## config.mk

```make
export PLATFORM = sky130hd
export DESIGN_NAME = pll_load_scheduler
export DESIGN_NICKNAME = d
export VERILOG_FILES = /design/src/rtl/pll_sched_pkg.sv /design/src/rtl/pll_rr_arbiter.sv /design/src/rtl/pll_load_scheduler.sv
export SDC_FILE = /design/constraint.sdc
export NUM_CORES = 1
export LEC_CHECK = 0
export ABC_AREA = 1
export BUFFER_PORTS_ARGS = -buffer_cell sky130_fd_sc_hd__buf_2
export CORE_AREA = 10 10 186 188
export CTS_CLUSTER_DIAMETER = 150
export DETAILED_ROUTE_END_ITERATION = 16
export DIE_AREA = 0 0 196 198
export PLACE_DENSITY = 0.84
export SLEW_MARGIN = 20
export SYNTH_ARGS = -nofsm -noshare
export SYNTH_HDL_FRONTEND = slang
export SYNTH_SLANG_ARGS = --single-unit
```

## constraint.sdc

```tcl
create_clock -name clk -period 11.13 [get_ports clk]
set_input_delay 1.113 -clock clk [delete_from_list [all_inputs] [get_ports clk]]
set_output_delay 1.113 -clock clk [all_outputs]
set_load 0.05 [all_outputs]
```

## src/rtl/pll_sched_pkg.sv

```systemverilog
// ----------------------------------------------------------------------------
// pll_sched_pkg
// Shared constants, types and helpers for the PLL load scheduler.
//   NUM_PLL        default number of adf4159 driver channels
//   INT_W / FRAC_W widths of the INT and FRAC frequency words
//   CHAN_W         width of the 1-based channel ID on the config bus
//   sched_state_e  scheduler FSM encoding
//   freq_word_t    one INT/FRAC pair as held in a shadow slot
//   chan_to_pair   maps a 0-based channel index to its trigger pair
// ----------------------------------------------------------------------------
package pll_sched_pkg;

    localparam int NUM_PLL = 6;
    localparam int INT_W   = 12;
    localparam int FRAC_W  = 25;
    localparam int CHAN_W  = 4;

    typedef enum logic [2:0] {
        IDLE,
        ISSUE,
        WAIT_HI,
        WAIT_LO,
        LOCK_WAIT,
        FAIL
    } sched_state_e;

    typedef struct packed {
        logic [INT_W-1:0]  int_w;
        logic [FRAC_W-1:0] frac_w;
    } freq_word_t;

    // Channels {2k, 2k+1} (0-based) share trigger bit k.
    function automatic int chan_to_pair(input int idx);
        return idx / 2;
    endfunction

endpackage

```

## src/rtl/pll_rr_arbiter.sv

```systemverilog
// ----------------------------------------------------------------------------
// pll_rr_arbiter
// Combinational round-robin pick: grants the first requester strictly after
// the last-served index, wrapping around to index 0.
//   req    request vector, one bit per channel
//   ptr    index of the channel served last
//   gnt    one-hot grant (all zero when nothing is requested)
//   valid  a grant is present
// ----------------------------------------------------------------------------
module pll_rr_arbiter #(
    parameter int N     = 6,
    parameter int PTR_W = (N > 1) ? $clog2(N) : 1
) (
    input  logic [N-1:0]     req,
    input  logic [PTR_W-1:0] ptr,
    output logic [N-1:0]     gnt,
    output logic             valid
);

    logic found;

    // NOTE: every signal written in always_comb gets a default first, so no
    // path through the block can leave it unassigned and infer a latch.
    always_comb begin
        gnt   = '0;
        found = 1'b0;
        // First pass: requesters above the pointer, lowest index first.
        for (int i = 0; i < N; i++) begin
            if (!found && req[i] && (PTR_W'(i) > ptr)) begin
                gnt[i] = 1'b1;
                found  = 1'b1;
            end
        end
        // Wrap-around pass: lowest requester overall.
        for (int i = 0; i < N; i++) begin
            if (!found && req[i]) begin
                gnt[i] = 1'b1;
                found  = 1'b1;
            end
        end
    end

    assign valid = found;

endmodule

```

## src/rtl/pll_load_scheduler.sv

```systemverilog
// ----------------------------------------------------------------------------
// pll_load_scheduler
// Holds per-PLL shadow INT/FRAC words from the command decoder, arms them
// immediately or on a frequency trigger, and hands them one at a time
// (round-robin) to the adf4159 drivers with a load/busy handshake under
// timeout supervision.
//
// Build option: define PLL_LOCK_CHECK_EN to wait for lock[ch] after busy falls
// (bounded by LOCK_TIMEOUT) before reporting done. Without it, lock is unused.
//
// Ports
//   clk, rst        clock, synchronous active-high reset
//   cfg_*           config write: channel (1..NUM_PLL), INT, FRAC, immediate
//   cfg_ready       1 whenever not in reset
//   cfg_err         one-cycle pulse after a write to an invalid channel
//   trig[2:0]       async triggers, bit k arms pending channels of pair k
//   load / busy     per-driver handshake (at most one load bit high)
//   ints / fracs    active words, channel i at [INT_W*i +: INT_W] etc.
//   pend            written but not yet issued
//   done/done_chan  completion pulse and ID of the last completed channel
//   err / err_clr   sticky per-channel timeout flags and their clear
//   lock            PLL lock indications (lock-check build only)
// ----------------------------------------------------------------------------
module pll_load_scheduler
    import pll_sched_pkg::*;
#(
    parameter int                NUM_PLL      = pll_sched_pkg::NUM_PLL,
    parameter int                BUSY_TIMEOUT = 4096,
    parameter int                LOCK_TIMEOUT = 65536,
    parameter logic [INT_W-1:0]  RST_INT      = '0,
    parameter logic [FRAC_W-1:0] RST_FRAC     = '0
) (
    input  logic                      clk,
    input  logic                      rst,
    input  logic                      cfg_valid,
    output logic                      cfg_ready,
    input  logic [CHAN_W-1:0]         cfg_chan,
    input  logic [INT_W-1:0]          cfg_int,
    input  logic [FRAC_W-1:0]         cfg_frac,
    input  logic                      cfg_immediate,
    output logic                      cfg_err,
    input  logic [2:0]                trig,
    output logic [NUM_PLL-1:0]        load,
    input  logic [NUM_PLL-1:0]        busy,
    output logic [INT_W*NUM_PLL-1:0]  ints,
    output logic [FRAC_W*NUM_PLL-1:0] fracs,
    output logic [NUM_PLL-1:0]        pend,
    output logic                      done,
    output logic [CHAN_W-1:0]         done_chan,
    output logic [NUM_PLL-1:0]        err,
    input  logic                      err_clr,
    input  logic [NUM_PLL-1:0]        lock
);

    localparam int PTR_W   = (NUM_PLL > 1) ? $clog2(NUM_PLL) : 1;
    localparam int TMO_MAX = (BUSY_TIMEOUT > LOCK_TIMEOUT) ? BUSY_TIMEOUT : LOCK_TIMEOUT;
    localparam int CNT_W   = $clog2(TMO_MAX + 1);

    sched_state_e        state, state_next;
    freq_word_t          shadow [NUM_PLL];
    logic [NUM_PLL-1:0]  armed;
    logic [PTR_W-1:0]    ptr;
    logic [PTR_W-1:0]    cur_ch;
    logic [PTR_W-1:0]    gnt_idx;
    logic [NUM_PLL-1:0]  eligible;
    logic [NUM_PLL-1:0]  gnt;
    logic                gnt_valid;
    logic [CNT_W-1:0]    tmo_cnt;
    logic                busy_tmo;
    logic [2:0]          trig_s1, trig_s2, trig_d;
    logic [2:0]          trig_edge;
    logic [NUM_PLL-1:0]  pair_edge;
    logic [NUM_PLL-1:0]  wr_hit;
    logic                chan_ok;
    logic                done_set;
    logic                fail_set;

    assign cfg_ready = ~rst;

    // ------------------------------------------------------------------
    // Config decode and trigger edges
    // ------------------------------------------------------------------
    assign chan_ok   = (cfg_chan != '0) && (cfg_chan <= CHAN_W'(NUM_PLL));
    assign trig_edge = trig_s2 & ~trig_d;

    for (genvar g = 0; g < NUM_PLL; g++) begin : g_chan
        assign wr_hit[g]    = cfg_valid && chan_ok && (cfg_chan == CHAN_W'(g + 1));
        assign pair_edge[g] = trig_edge[chan_to_pair(g)];
    end

    // ------------------------------------------------------------------
    // Arbitration
    // ------------------------------------------------------------------
    assign eligible = pend & armed;

    pll_rr_arbiter #(
        .N     (NUM_PLL),
        .PTR_W (PTR_W)
    ) u_arb (
        .req   (eligible),
        .ptr   (ptr),
        .gnt   (gnt),
        .valid (gnt_valid)
    );

    always_comb begin
        gnt_idx = '0;
        for (int i = 0; i < NUM_PLL; i++) begin
            if (gnt[i]) gnt_idx = PTR_W'(i);
        end
    end

    // Count reaches the limit at the end of this cycle.
    assign busy_tmo = (tmo_cnt == CNT_W'(BUSY_TIMEOUT - 1));

`ifdef PLL_LOCK_CHECK_EN
    logic lock_tmo;
    assign lock_tmo = (tmo_cnt == CNT_W'(LOCK_TIMEOUT - 1));
`else
    logic unused_lock;
    assign unused_lock = ^lock;
`endif

    // ------------------------------------------------------------------
    // Scheduler FSM: state register
    // ------------------------------------------------------------------
    // NOTE: sequential state is assigned with non-blocking (<=) so every
    // flop samples values from before the edge, independent of block order.
    always_ff @(posedge clk) begin
        if (rst) begin
            state   <= IDLE;
            tmo_cnt <= '0;
        end else begin
            state   <= state_next;
            tmo_cnt <= (state_next != state) ? '0 : tmo_cnt + CNT_W'(1);
        end
    end

    // ------------------------------------------------------------------
    // Scheduler FSM: next state and outputs
    // ------------------------------------------------------------------
    always_comb begin
        state_next = state;
        load       = '0;
        done_set   = 1'b0;
        fail_set   = 1'b0;
        case (state)
            IDLE: begin
                if (gnt_valid) state_next = ISSUE;
            end
            ISSUE: begin
                load[cur_ch] = 1'b1;
                state_next   = WAIT_HI;
            end
            WAIT_HI: begin
                load[cur_ch] = 1'b1;
                if (busy[cur_ch])  state_next = WAIT_LO;
                else if (busy_tmo) state_next = FAIL;
            end
            WAIT_LO: begin
                if (!busy[cur_ch]) begin
`ifdef PLL_LOCK_CHECK_EN
                    state_next = LOCK_WAIT;
`else
                    state_next = IDLE;
                    done_set   = 1'b1;
`endif
                end else if (busy_tmo) begin
                    state_next = FAIL;
                end
            end
`ifdef PLL_LOCK_CHECK_EN
            LOCK_WAIT: begin
                if (lock[cur_ch]) begin
                    state_next = IDLE;
                    done_set   = 1'b1;
                end else if (lock_tmo) begin
                    state_next = FAIL;
                end
            end
`endif
            FAIL: begin
                fail_set   = 1'b1;
                state_next = IDLE;
            end
            default: state_next = IDLE;
        endcase
    end

    // ------------------------------------------------------------------
    // Datapath: shadows, pend/armed, active words, status
    // ------------------------------------------------------------------
    // NOTE: the shadow array is reset along with everything else so a word
    // written before a reset can never be issued after it; it is only a few
    // flops per channel, not a RAM.
    always_ff @(posedge clk) begin
        if (rst) begin
            trig_s1   <= '0;
            trig_s2   <= '0;
            trig_d    <= '0;
            cfg_err   <= 1'b0;
            done      <= 1'b0;
            done_chan <= '0;
            ptr       <= PTR_W'(NUM_PLL - 1);
            cur_ch    <= '0;
            pend      <= '0;
            armed     <= '0;
            err       <= '0;
            for (int i = 0; i < NUM_PLL; i++) begin
                shadow[i]                   <= '0;
                ints[i*INT_W +: INT_W]      <= RST_INT;
                fracs[i*FRAC_W +: FRAC_W]   <= RST_FRAC;
            end
        end else begin
            trig_s1 <= trig;
            trig_s2 <= trig_s1;
            trig_d  <= trig_s2;
            cfg_err <= cfg_valid & ~chan_ok;
            done    <= done_set;
            if (done_set) done_chan <= CHAN_W'(cur_ch) + CHAN_W'(1);
            if (state == IDLE && gnt_valid) cur_ch <= gnt_idx;
            if (state == ISSUE) ptr <= cur_ch;

            for (int i = 0; i < NUM_PLL; i++) begin
                if (state == ISSUE && cur_ch == PTR_W'(i)) begin
                    ints[i*INT_W +: INT_W]    <= shadow[i].int_w;
                    fracs[i*FRAC_W +: FRAC_W] <= shadow[i].frac_w;
                    pend[i]                   <= 1'b0;
                    armed[i]                  <= 1'b0;
                end else if (pair_edge[i] && pend[i]) begin
                    armed[i] <= 1'b1;
                end
                // A write wins over the issue clear: the channel is re-pended
                // with the new word for a later load.
                if (wr_hit[i]) begin
                    shadow[i] <= '{int_w: cfg_int, frac_w: cfg_frac};
                    pend[i]   <= 1'b1;
                    armed[i]  <= cfg_immediate | pair_edge[i];
                end
                if (err_clr) begin
                    err[i] <= 1'b0;
                end else if (fail_set && cur_ch == PTR_W'(i)) begin
                    err[i] <= 1'b1;
                end
            end
        end
    end

endmodule

```

==> flow_metrics.tcl <==
set metrics [dict create \
    ys_top_cells_by_area "edfxtp_1 (37%), dfxtp_1 (31%), nor2_1 (13%), o21ai_0 (5.1%), nand2_1 (2.8%)" \
    cts.path.max_buffers 3 \
    syn_inst 1873 \
    viasPerCell 5.52 \
    place_ws_ns 6.58 \
    status "finished clean" \
    max_freq_mhz 220 \
    grt_pass1_wl_um 80400 \
    finalWirelength_um 52700 \
    die_area_mm2 0.0388 \
    drc 0 \
    synth_cell_types 39 \
    cts_setup_buffers 0 \
    finalNetCount 2200 \
    ios 308 \
    path_delay_family "buffers and inverters" \
    syn_area_mm2 0.0183 \
    synthArstFlopShare 0 \
    die_w_um 196 \
    io_buffers 301 \
    cp_max_fo 132 \
    yosys_register_bits 503 \
    min_period_ns 4.54 \
    peakVddDrop_uv 153 \
    worstSetupStartpointType "input pin" \
    ctsResizeCount 0 \
    area_delta_synth_final_pct 18.7 \
    grt_max_degree 133 \
    critPathBufInv 5 \
    track_usage 0.263 \
    dpl_cell_area_mm2 0.0200 \
    drt_first_pass_iters 6 \
    synth-seq-area-share 0.674 \
    finalHoldViolCount 0 \
    drive_gt1_frac 0.209 \
    placementRows 65 \
    htreeDepth 2 \
    powerDensity_mw_per_mm2 174 \
    ctsRootBufferMaster "clkbuf_16" \
    synth_top_cell_area_share 0.365 \
    fin_util 0.697 \
    worstSetupEndpointType "output pin" \
    slew_viol_final 0 \
    fin_cells 2576 \
    gr-total-overflow 0 \
    finalSetupTns_ns 0 \
    maxCapViolCount 0 \
    core_mm2 0.0311 \
    cts_tree "yes" \
    synth_edf_count 222 \
    drt_iter0_drc 1181 \
    cp_slowest_cell "buf_4" \
    insertion_delay_ns 0.56 \
    finalCritPeriodShare 0.408 \
    hold_path.class "reg -> reg" \
    slew_headroom 0.249 \
    final-setup-viol-count 0 \
    synth_top_cell_by_area "edfxtp_1" \
    clk_pin_slew_ns 0.06 \
    syn-num-nets 1940 \
    place_congestion 0.843 \
    antenna_found_initial 1 \
    power_leakage_nw 9.68 \
    fin_skew_ns 0.0104 \
    vias 14210 \
    hold_slack_ns 0.408 \
    final_antenna_net_count 0 \
    rsz0062_at_grt "no" \
    path_class "in -> out" \
    clock-sinks 503 \
    hold_buffers 0 \
    fin_ws_ns 6.59 \
    syn_area_per_cell_um2 9.74 \
    finalInstanceArea_mm2 0.0217 \
    crit_arrival_ns 3.43 \
    dp.cells 2485 \
    place_hpwl_um 32500 \
    worst_pin_slew_ns 1.13 \
    synth_warnings 0 \
    avgRoutedWirePerCell_um 20.4 \
    cts_buffers 48 \
    design_power_total_mw 3.77 \
    required_ns 10.02 \
    grt_pass1_vias 14388 \
    crit_chain "buf_2, buf_4, inv_6, buf_4, buf_2" \
    die_h_um 198 \
    max_stage_delay_ns 0.72 \
    start_util 0.587 \
    synth_ff_type "dfxtp_1" \
]
synthesized netlist by cell type, types with 8 or more instances:
| cell | instances |
|---|---|
| edfxtp_1 | 222 |
| nor2_1 | 654 |
| o21ai_0 | 186 |
| inv_2 | 8 |
| nand2_1 | 138 |
| o21ai_1 | 16 |
| dfxtp_1 | 281 |
| a21oi_1 | 50 |
| clkbuf_1 | 69 |
| nor3_1 | 9 |
| inv_1 | 105 |
| nand3_1 | 13 |
| nand2_2 | 8 |
| nor2_4 | 12 |
| xor2_1 | 8 |
| buf_2 | 24 |
placed cells by master (no fill, tap or decap), types with 7 or more instances in the layout:
| cell | netlist | final |
|---|---|---|
| nor2_1 | 654 | 649 |
| buf_2 | 24 | 301 |
| dfxtp_1 | 281 | 281 |
| edfxtp_1 | 222 | 222 |
| o21ai_0 | 186 | 184 |
| nand2_1 | 138 | 132 |
| inv_1 | 105 | 99 |
| a21oi_1 | 50 | 50 |
| clkbuf_16 | 0 | 50 |
| nor2_4 | 12 | 17 |
| o21ai_1 | 16 | 16 |
| nand2_2 | 8 | 13 |
| clkinv_2 | 0 | 13 |
| buf_4 | 1 | 13 |
| inv_2 | 8 | 11 |
| nor3_1 | 9 | 9 |
| clkbuf_1 | 69 | 9 |
| nand3_1 | 13 | 8 |
| nand3_2 | 3 | 8 |
| xor2_1 | 8 | 8 |
| o22ai_1 | 7 | 7 |
| clkinv_1 | 0 | 7 |
| xnor2_1 | 7 | 7 |
worst paths after layout:
path	start	cells after the start	endpoint	slack, ns
setup / recovery	rst	5	cfg_ready	6.59
hold / removal	trig_s1[2]$_SDFF_PP0_	2	trig_s2[2]$_SDFF_PP0_	0.41
setup reg to reg	cur_ch[0]$_SDFFE_PP0P_	8	armed[4]$_SDFFE_PP0P_	8.42
hold reg to reg	trig_s1[2]$_SDFF_PP0_	2	trig_s2[2]$_SDFF_PP0_	0.41
worst reg2reg max path: cells and delay by family, from the launching register on:
kind / cells / cell delay (ns)
buffers and inverters: 3 / 1.18
AND/OR/NAND/NOR: 2 / 0.18
flip-flops: 1 / 0.52
adder cells (fa/ha/maj): 1 / 0.30
AO/OA/AOI/OAI: 2 / 0.42
state kept, by name (all words and copies together) (netlist names), 3 cells and up:
name	cells
shadow	222
armed	6
cur_ch	3
ints	72
trig_s1	3
trig_d	3
ptr	3
err	6
done_chan	4
pend	6
trig_s2	3
state	3
fracs	150
tmo_cnt	17
logic make-up after synthesis:
logic type | Yosys count | synth area share
AND/OR/NAND/NOR | 853 | 0.187
flip-flops | 503 | 0.674
AO/OA/AOI/OAI | 279 | 0.0803
buffers and inverters | 217 | 0.0475
XOR/XNOR | 15 | 0.00720
adder cells (fa/ha/maj) | 6 | 0.00411
metal layers:
layer	global-route usage	up-vias	part of all wire
li1	-	6581	-
met1	0.314	6809	0.37
met2	0.451	698	0.49
met3	0.0617	122	0.097
met4	0.106	0	0.037
met5	0	-	0
cell type report:
cell class	count	area [um2]
flip-flops and latches	503	12300
inverters	113	429
well taps	402	503
repair buffers	314	1600
clock buffers	63	1340
clock inverters	27	289
diodes	1	2.50
fillers	2290	9410
multi-input cells	1153	5200
report_power, final:
part / internal [mW] / switching [mW] / leakage, nW / total (mW)
logic: 0.0170 / 0.0760 / 4.49 / 0.0930
registers: 1.98 / 0.0151 / 4.38 / 1.99
clock network: 0.989 / 0.696 / 0.808 / 1.69
total: 2.98 / 0.787 / 9.68 / 3.77
Power figures use the tool's default switching activity.
